## src/rtl/sr1_pkg.sv

```systemverilog
// Shared constants for the sr1 shift-right-by-one slice.
package sr1_pkg;

    // Default datapath width used by the top level.
    localparam int unsigned SR1_WIDTH_DEFAULT = 32;

endpackage

```

## src/rtl/sr1_bit_mux.sv

```systemverilog
// One bit of the sr1 datapath: a 2:1 mux choosing the bit itself (a) or its
// upper neighbour (b).
module sr1_bit_mux (
    input  logic a,
    input  logic b,
    input  logic sel,
    output logic y
);

    // sel=1 takes the neighbour bit, which is what makes the word shift right.
    assign y = sel ? b : a;

endmodule

```

## src/rtl/sr1.sv

```systemverilog
// Logical shift-right-by-one with pass-through, plus registered copies of the
// result and of the bit shifted out.
import sr1_pkg::*;

module sr1 #(
    parameter int WIDTH = SR1_WIDTH_DEFAULT
) (
    input  logic             clock,
    input  logic             reset,
    input  logic [WIDTH-1:0] in,
    input  logic             enable,
    output logic [WIDTH-1:0] out,
    output logic [WIDTH-1:0] out_q,
    output logic             lsb_q
);

    // Upper neighbour of each bit; a zero is fed into the MSB so the shift is
    // logical and the sign bit is never replicated.
    logic [WIDTH-1:0] upper;

    assign upper = {1'b0, in[WIDTH-1:1]};

    // One mux per bit builds the combinational result.
    for (genvar i = 0; i < WIDTH; i++) begin : g_bit
        sr1_bit_mux u_mux (
            .a   (in[i]),
            .b   (upper[i]),
            .sel (enable),
            .y   (out[i])
        );
    end

    // Capture the result and the shifted-out bit every cycle; reset clears both.
    always_ff @(posedge clock) begin
        if (reset) begin
            out_q <= '0;
            lsb_q <= 1'b0;
        end else begin
            out_q <= out;
            lsb_q <= enable & in[0];
        end
    end

endmodule

```

## config.mk

```make
export PLATFORM = sky130hd
export DESIGN_NAME = sr1
export DESIGN_NICKNAME = d
export VERILOG_FILES = /design/src/rtl/sr1_pkg.sv /design/src/rtl/sr1_bit_mux.sv /design/src/rtl/sr1.sv
export SDC_FILE = /design/constraint.sdc
export NUM_CORES = 1
export LEC_CHECK = 0
export CAP_MARGIN = 5
export CELL_PAD_IN_SITES_DETAIL_PLACEMENT = 1
export CELL_PAD_IN_SITES_GLOBAL_PLACEMENT = 1
export CORE_ASPECT_RATIO = 0.8
export CORE_MARGIN = 4
export CORE_UTILIZATION = 23
export CTS_BUF_LIST = sky130_fd_sc_hd__clkbuf_2 sky130_fd_sc_hd__clkbuf_4 sky130_fd_sc_hd__clkbuf_8
export CTS_CLUSTER_DIAMETER = 80
export CTS_CLUSTER_SIZE = 25
export DETAILED_ROUTE_END_ITERATION = 10
export PLACE_DENSITY = 0.74
export SETUP_SLACK_MARGIN = 0.2
export SLEW_MARGIN = 15
export SYNTH_ARGS = -nofsm -noshare
export SYNTH_HDL_FRONTEND = slang
export SYNTH_HIERARCHICAL = 1
export SYNTH_SLANG_ARGS = --single-unit
```

## constraint.sdc

```tcl
create_clock -name clock -period 0.8 [get_ports clock]
set_input_delay 0.2 -clock clock [delete_from_list [all_inputs] [get_ports clock]]
set_output_delay 0.2 -clock clock [all_outputs]
set_load 0.02 [all_outputs]
```

==> results of run 1 <==
## kinds of logic after synthesis
family                 share of synthesized area [%]
AND/OR/NAND/NOR                                 15.2
other                                          0.272
flip-flops                                      48.0
multiplexers                                    34.9
buffers and inverters                           1.64
## metrics by stage
step | worst slack, ps | utilization, %
6_report | -328 | 52.3
4_1_cts | -328 | 50.5
2_1_floorplan | 35.3 | -
5_1_grt | -348 | 52.3
3_5_place_dp | -874 | 44.5
3_3_place_gp | -866 | 44.5
## sequential cells by signal (all words and copies together), names as in the netlist
name,flops
lsb_q,1
out_q,32
## repair_timing
action / CTS / global route
hold buffers: 0 / 0
buffers inserted: 1 / 2
pin swaps: 0 / 0
gates resized for setup: 468 / 20
cloned: 4 / 0
endpoints found under the setup margin: 98 / 97
## worst max-delay path, stage by stage
cell and delay, ps:
buf_12 120, buf_12 140, mux2_4 320, buf_6 130
## worst max path at each step
stage / startpoint / to / slack, ps / cells after the start
3_3_place_gp: in[22] / out[22] / -870 / 3
4_1_cts: enable / out[21] / -330 / 4
3_5_place_dp: in[21] / out[21] / -870 / 3
2_1_floorplan: enable / out_q[0]$_SDFF_PP0_ / 40 / 2
6_report: enable / out[22] / -330 / 4
5_1_grt: enable / out[5] / -350 / 4
## cells in the mapped netlist, drive strengths merged
cell type,n
dfxtp,33
nor2b,32
buf,3
mux2,32
and3b,1
conb,1
## power breakdown
group / switching [mW] / total, mW / internal [mW] / leakage (nW)
clock: 0.557 / 1.27 / 0.716 / 0.0477
combinational: 0.682 / 1.61 / 0.923 / 1.09
sequential: 0.0481 / 1.82 / 1.78 / 0.284
total: 1.29 / 4.70 / 3.41 / 1.42
## routing by layer
metal	up-vias	GRT usage (%)	routed length, um
li1	561	-	-
met2	57	23.4	2560
met4	0	3.89	41
met1	555	12.9	1670
met3	2	5.68	498
met5	-	0	0
## area by class of cell
| type | count | area share [%] |
|---|---|---|
| clock buffer | 7 | 3.07 |
| timing repair buffer | 109 | 42.6 |
| tap | 78 | 3.33 |
| multi-input combinational | 66 | 27.0 |
| sequential | 33 | 23.9 |
==> flow_summary.yaml, run 1 <==
status:
  status: "complete, but fails checks"
  violations: "negative setup slack"
layout:
  diodes: 0
  regArea_um2: 702
  multi_input_area_um2: 793
  drive_gt1_share_pct: 75.3
  area_growth_pct: 113
  fill_cells: 583
  post_layout_nonfiller_instances: 293
  final_cell_mix: "buf_6 (68), dfxtp_2 (33), mux2_4 (32), dlygate4sd2_1 (32), nor2b_1 (18)"
  layout_commonest_cell: "buf_6"
  final_area_mm2: 0.00293
  nNetsFinal: 250
critical_path:
  timing_worst_setup_path_type: "primary input to output port"
  end_kind: "output port"
  cp.arrival_ps: 930
  critPathLaunchType: "primary input"
  cp_max_fo: 8
  required_ps: 600
min_path:
  holdPathStages: 2
  hold_class: "primary input to register"
  worstHoldStart: "in[0]"
  worstHoldEndpoint: "lsb_q$_SDFF_PP0_"
sta:
  hold_viol: 0
  final.period_utilization_pct: 141
  fin_crit_ps: 1130
  setup_violations: 67
  fmax_ghz: 0.887
  fin_tns_setup_ps: -13870
  finalMaxSlewViolations: 0
  grt_setup_unrepaired: "yes"
  timing.final.ws_setup_ps: -328
  holdWs_ps: 331
grt:
  overflow: 0
  grt_pass1_vias: 1270
  grt_usage_pct: 12.8
  grt_max_degree: 17
  grt_pass1_wl_um: 6990
  antenna_found_initial: 0
synthesis:
  yosysSeqAreaShare_pct: 48.0
  synth_top_area_cell: "dfxtp_1"
  netlist_top_cells_area: "dfxtp_1 (48%), mux2_4 (35%), nor2b_1 (15%)"
  synthCells: 102
  syn_area_per_cell_um2: 13.5
  synth_nets: 137
  synthesis.area_mm2: 0.00138
  ys_ff_latch: 33
  yosys_warnings: 6
  synth_top_area_share_pct: 48.0
  ys_types: 6
drt:
  ant_nets: 0
  wirelength_um: 4770
  vias_per_cell: 4.01
  drt_iter0_drc: 7
  drc: 0
  vias: 1175
  wl_per_cell_um: 16.3
  dr.pass1.iters: 2
cts:
  root_buffer: "clkbuf_8"
  path_clk_slew_ps: 70
  htreeDepth: 2
  numCtsBuffers: 5
  cts_sinks: 33
  clockBufferDepth: 2
  cts_tree: "done"
floorplanning:
  core_region_area_mm2: 0.00562
  io_pins: 100
  rows: 24
  dieWidth_um: 94.5
  die_y_um: 77.2
  initial_core_util_pct: 24.5
  die_area_mm2: 0.00729
job:
  cap_violations: 0
power:
  ir_drop_mv: 0.673
  p_total_mw: 4.70
  power_density_mw_per_mm2: 1600
  power_leakage_nw: 1.42
placement:
  dp_hpwl_um: 3310
  io_buffers: 99
  dp_cells: 279
  post_dp_cell_area_mm2: 0.00250
  place.gp.congestion: 0.615
Note: power is estimated with default switching activity, not from simulation.
==> inputs of run 2 (changes only) <==
--- a/config.mk
+++ b/config.mk
@@ -9,7 +9,7 @@
 export CELL_PAD_IN_SITES_DETAIL_PLACEMENT = 1
 export CELL_PAD_IN_SITES_GLOBAL_PLACEMENT = 1
 export CORE_ASPECT_RATIO = 0.8
-export CORE_MARGIN = 4
+export CORE_MARGIN = 1.5
 export CORE_UTILIZATION = 23
 export CTS_BUF_LIST = sky130_fd_sc_hd__clkbuf_2 sky130_fd_sc_hd__clkbuf_4 sky130_fd_sc_hd__clkbuf_8
 export CTS_CLUSTER_DIAMETER = 80
@@ -17,7 +17,7 @@
 export DETAILED_ROUTE_END_ITERATION = 10
 export PLACE_DENSITY = 0.74
 export SETUP_SLACK_MARGIN = 0.2
-export SLEW_MARGIN = 15
+export SKIP_CTS_REPAIR_TIMING = 1
 export SYNTH_ARGS = -nofsm -noshare
 export SYNTH_HDL_FRONTEND = slang
 export SYNTH_HIERARCHICAL = 1
==> run 2 against run 1 <==
The flow still finishes with violations (negative setup slack); wire length is 4.5% lower; die area is 11% lower; first-iteration DRC count is 130% higher; global-route usage is 1.3 points lower.
==> flow_summary.yaml, run 2 (synthesis results as in run 1) <==
layout:
  drive_gt1_share_pct: 73.1
  layout_commonest_cell: "buf_6"
  diodes: 0
  reg.largest.list: "out_q: 32 flops, lsb_q: 1 flops"
  fin_util_pct: 52.8
  largest_reg_flops: 32
  area_growth_pct: 115
  largest-register: "out_q"
  final_cell_mix: "buf_6 (66), dlymetal6s2s_1 (33), dfxtp_2 (33)"
  nNetsFinal: 247
sta:
  fmax_ghz: 0.888
  timing.final.ws_setup_ps: -326
  fin_crit_ps: 1130
  setup_violations: 65
  holdWs_ps: 230
  finalMaxSlewViolations: 0
  fin_tns_setup_ps: -13580
  grt_setup_unrepaired: "yes"
  final.period_utilization_pct: 141
  hold_viol: 0
floorplanning:
  dieWidth_um: 89.5
  initial_core_util_pct: 24.5
  die_area_mm2: 0.00646
  rows: 24
  die_y_um: 72.2
  io_pins: 100
  core_region_area_mm2: 0.00562
power:
  ir_drop_mv: 0.461
  p_sw_mw: 1.28
  switching_share_pct: 27.3
  power_leakage_nw: 1.63
  p_total_mw: 4.67
  power_density_mw_per_mm2: 1570
  p_int_mw: 3.39
  seqPwrFrac_pct: 39.1
  clockPowerShare_pct: 27.5
  comb_power_share_pct: 33.4
grt:
  grt_max_degree: 33
  grt_usage_pct: 11.5
  overflow: 0
  antenna_found_initial: 0
  grt_pass1_vias: 1159
  grt_pass1_wl_um: 5550
min_path:
  worstHoldEndpoint: "lsb_q$_SDFF_PP0_"
  holdPathStages: 2
  hold_class: "primary input to register"
  worstHoldStart: "in[0]"
drt:
  drt_iter0_drc: 16
  vias: 1173
  wl_per_cell_um: 15.7
  drc: 0
  dr.pass1.iters: 2
  wirelength_um: 4560
  ant_nets: 0
  vias_per_cell: 4.04
critical_path:
  end_kind: "output port"
  crit_chain: "buf_12 > clkbuf_16 > mux2_4 > buf_6"
  cp.arrival_ps: 930
  max_stage_delay_ps: 310
  slowest_stage: "mux2_4"
  required_ps: 600
  cp_max_fo: 7
  timing_worst_setup_path_type: "primary input to output port"
  path_buf_inv: 3
  critPathLaunchType: "primary input"
  crit_family: "buffers and inverters"
job:
  cap_violations: 0
cts:
  cts_tree: "done"
  path_clk_slew_ps: 70
  numCtsBuffers: 5
  htreeDepth: 2
  clockBufferDepth: 2
  root_buffer: "clkbuf_8"
  cts_sinks: 33
placement:
  dp_hpwl_um: 2980
  place.gp.congestion: 0.617
  io_buffers: 99
status:
  status: "complete, but fails checks"
  violations: "negative setup slack"
## run 2: cell count changes in the layout (fill, tap and decap cells not counted)
cell             change
nor2b_4              -4
dlygate4sd2_1       -32
buf_6                -2
bufbuf_16            -1
buf_16               -3
clkdlybuf4s15_1      -1
clkbuf_16            +3
dlymetal6s2s_1      +33
nor2b_1              +4
## run 2: worst max path at each step
| stage | slack, ps | endpoint | start | cells after the start |
|---|---|---|---|---|
| 6_report | -330 | out[27] | enable | 4 |
| 5_1_grt | -340 | out[30] | enable | 4 |
| 4_1_cts | -900 | out[10] | in[11] | 3 |
| 3_5_place_dp | -890 | out[10] | in[11] | 3 |
| 3_3_place_gp | -890 | out[10] | in[11] | 3 |
| 2_1_floorplan | 40 | out_q[0]$_SDFF_PP0_ | enable | 2 |
## run 2: layer usage
metal | vias up | wire (um) | GRT usage (%) | part of all wire, %
met5 | - | 0 | 0 | 0
met4 | 0 | 0 | 4.62 | 0
met3 | 0 | 398 | 5.35 | 8.7
met2 | 58 | 2470 | 20.1 | 54
met1 | 560 | 1690 | 12.0 | 37
li1 | 555 | - | - | -
## run 2: through the flow
step                      area [um^2]  setup slack, ps  std cells
final                            2960             -326        290
after global routing             2960             -345        290
after CTS                        2590             -896        286
after detailed placement         2500             -890        279
after global placement           2500             -886        279
after floorplan                  1380             35.3        102
## run 2: cell type report
| cell class | count | area (um^2) |
|---|---|---|
| Multi-Input combinational cell | 66 | 763 |
| Fill cell | 552 | 2650 |
| Tap cell | 78 | 97.6 |
| Clock buffer | 7 | 90.1 |
| Timing Repair Buffer | 106 | 1310 |
| Sequential cell | 33 | 702 |
## run 2: power by group through the flow
stage	logic [mW]	clock network [mW]	registers, mW
5_1_grt	1.65	1.42	1.83
2_1_floorplan	0.506	0	1.96
3_5_place_dp	1.41	0	1.82
3_3_place_gp	1.39	0	1.81
4_1_cts	1.41	1.34	1.78
6_report	1.56	1.28	1.82
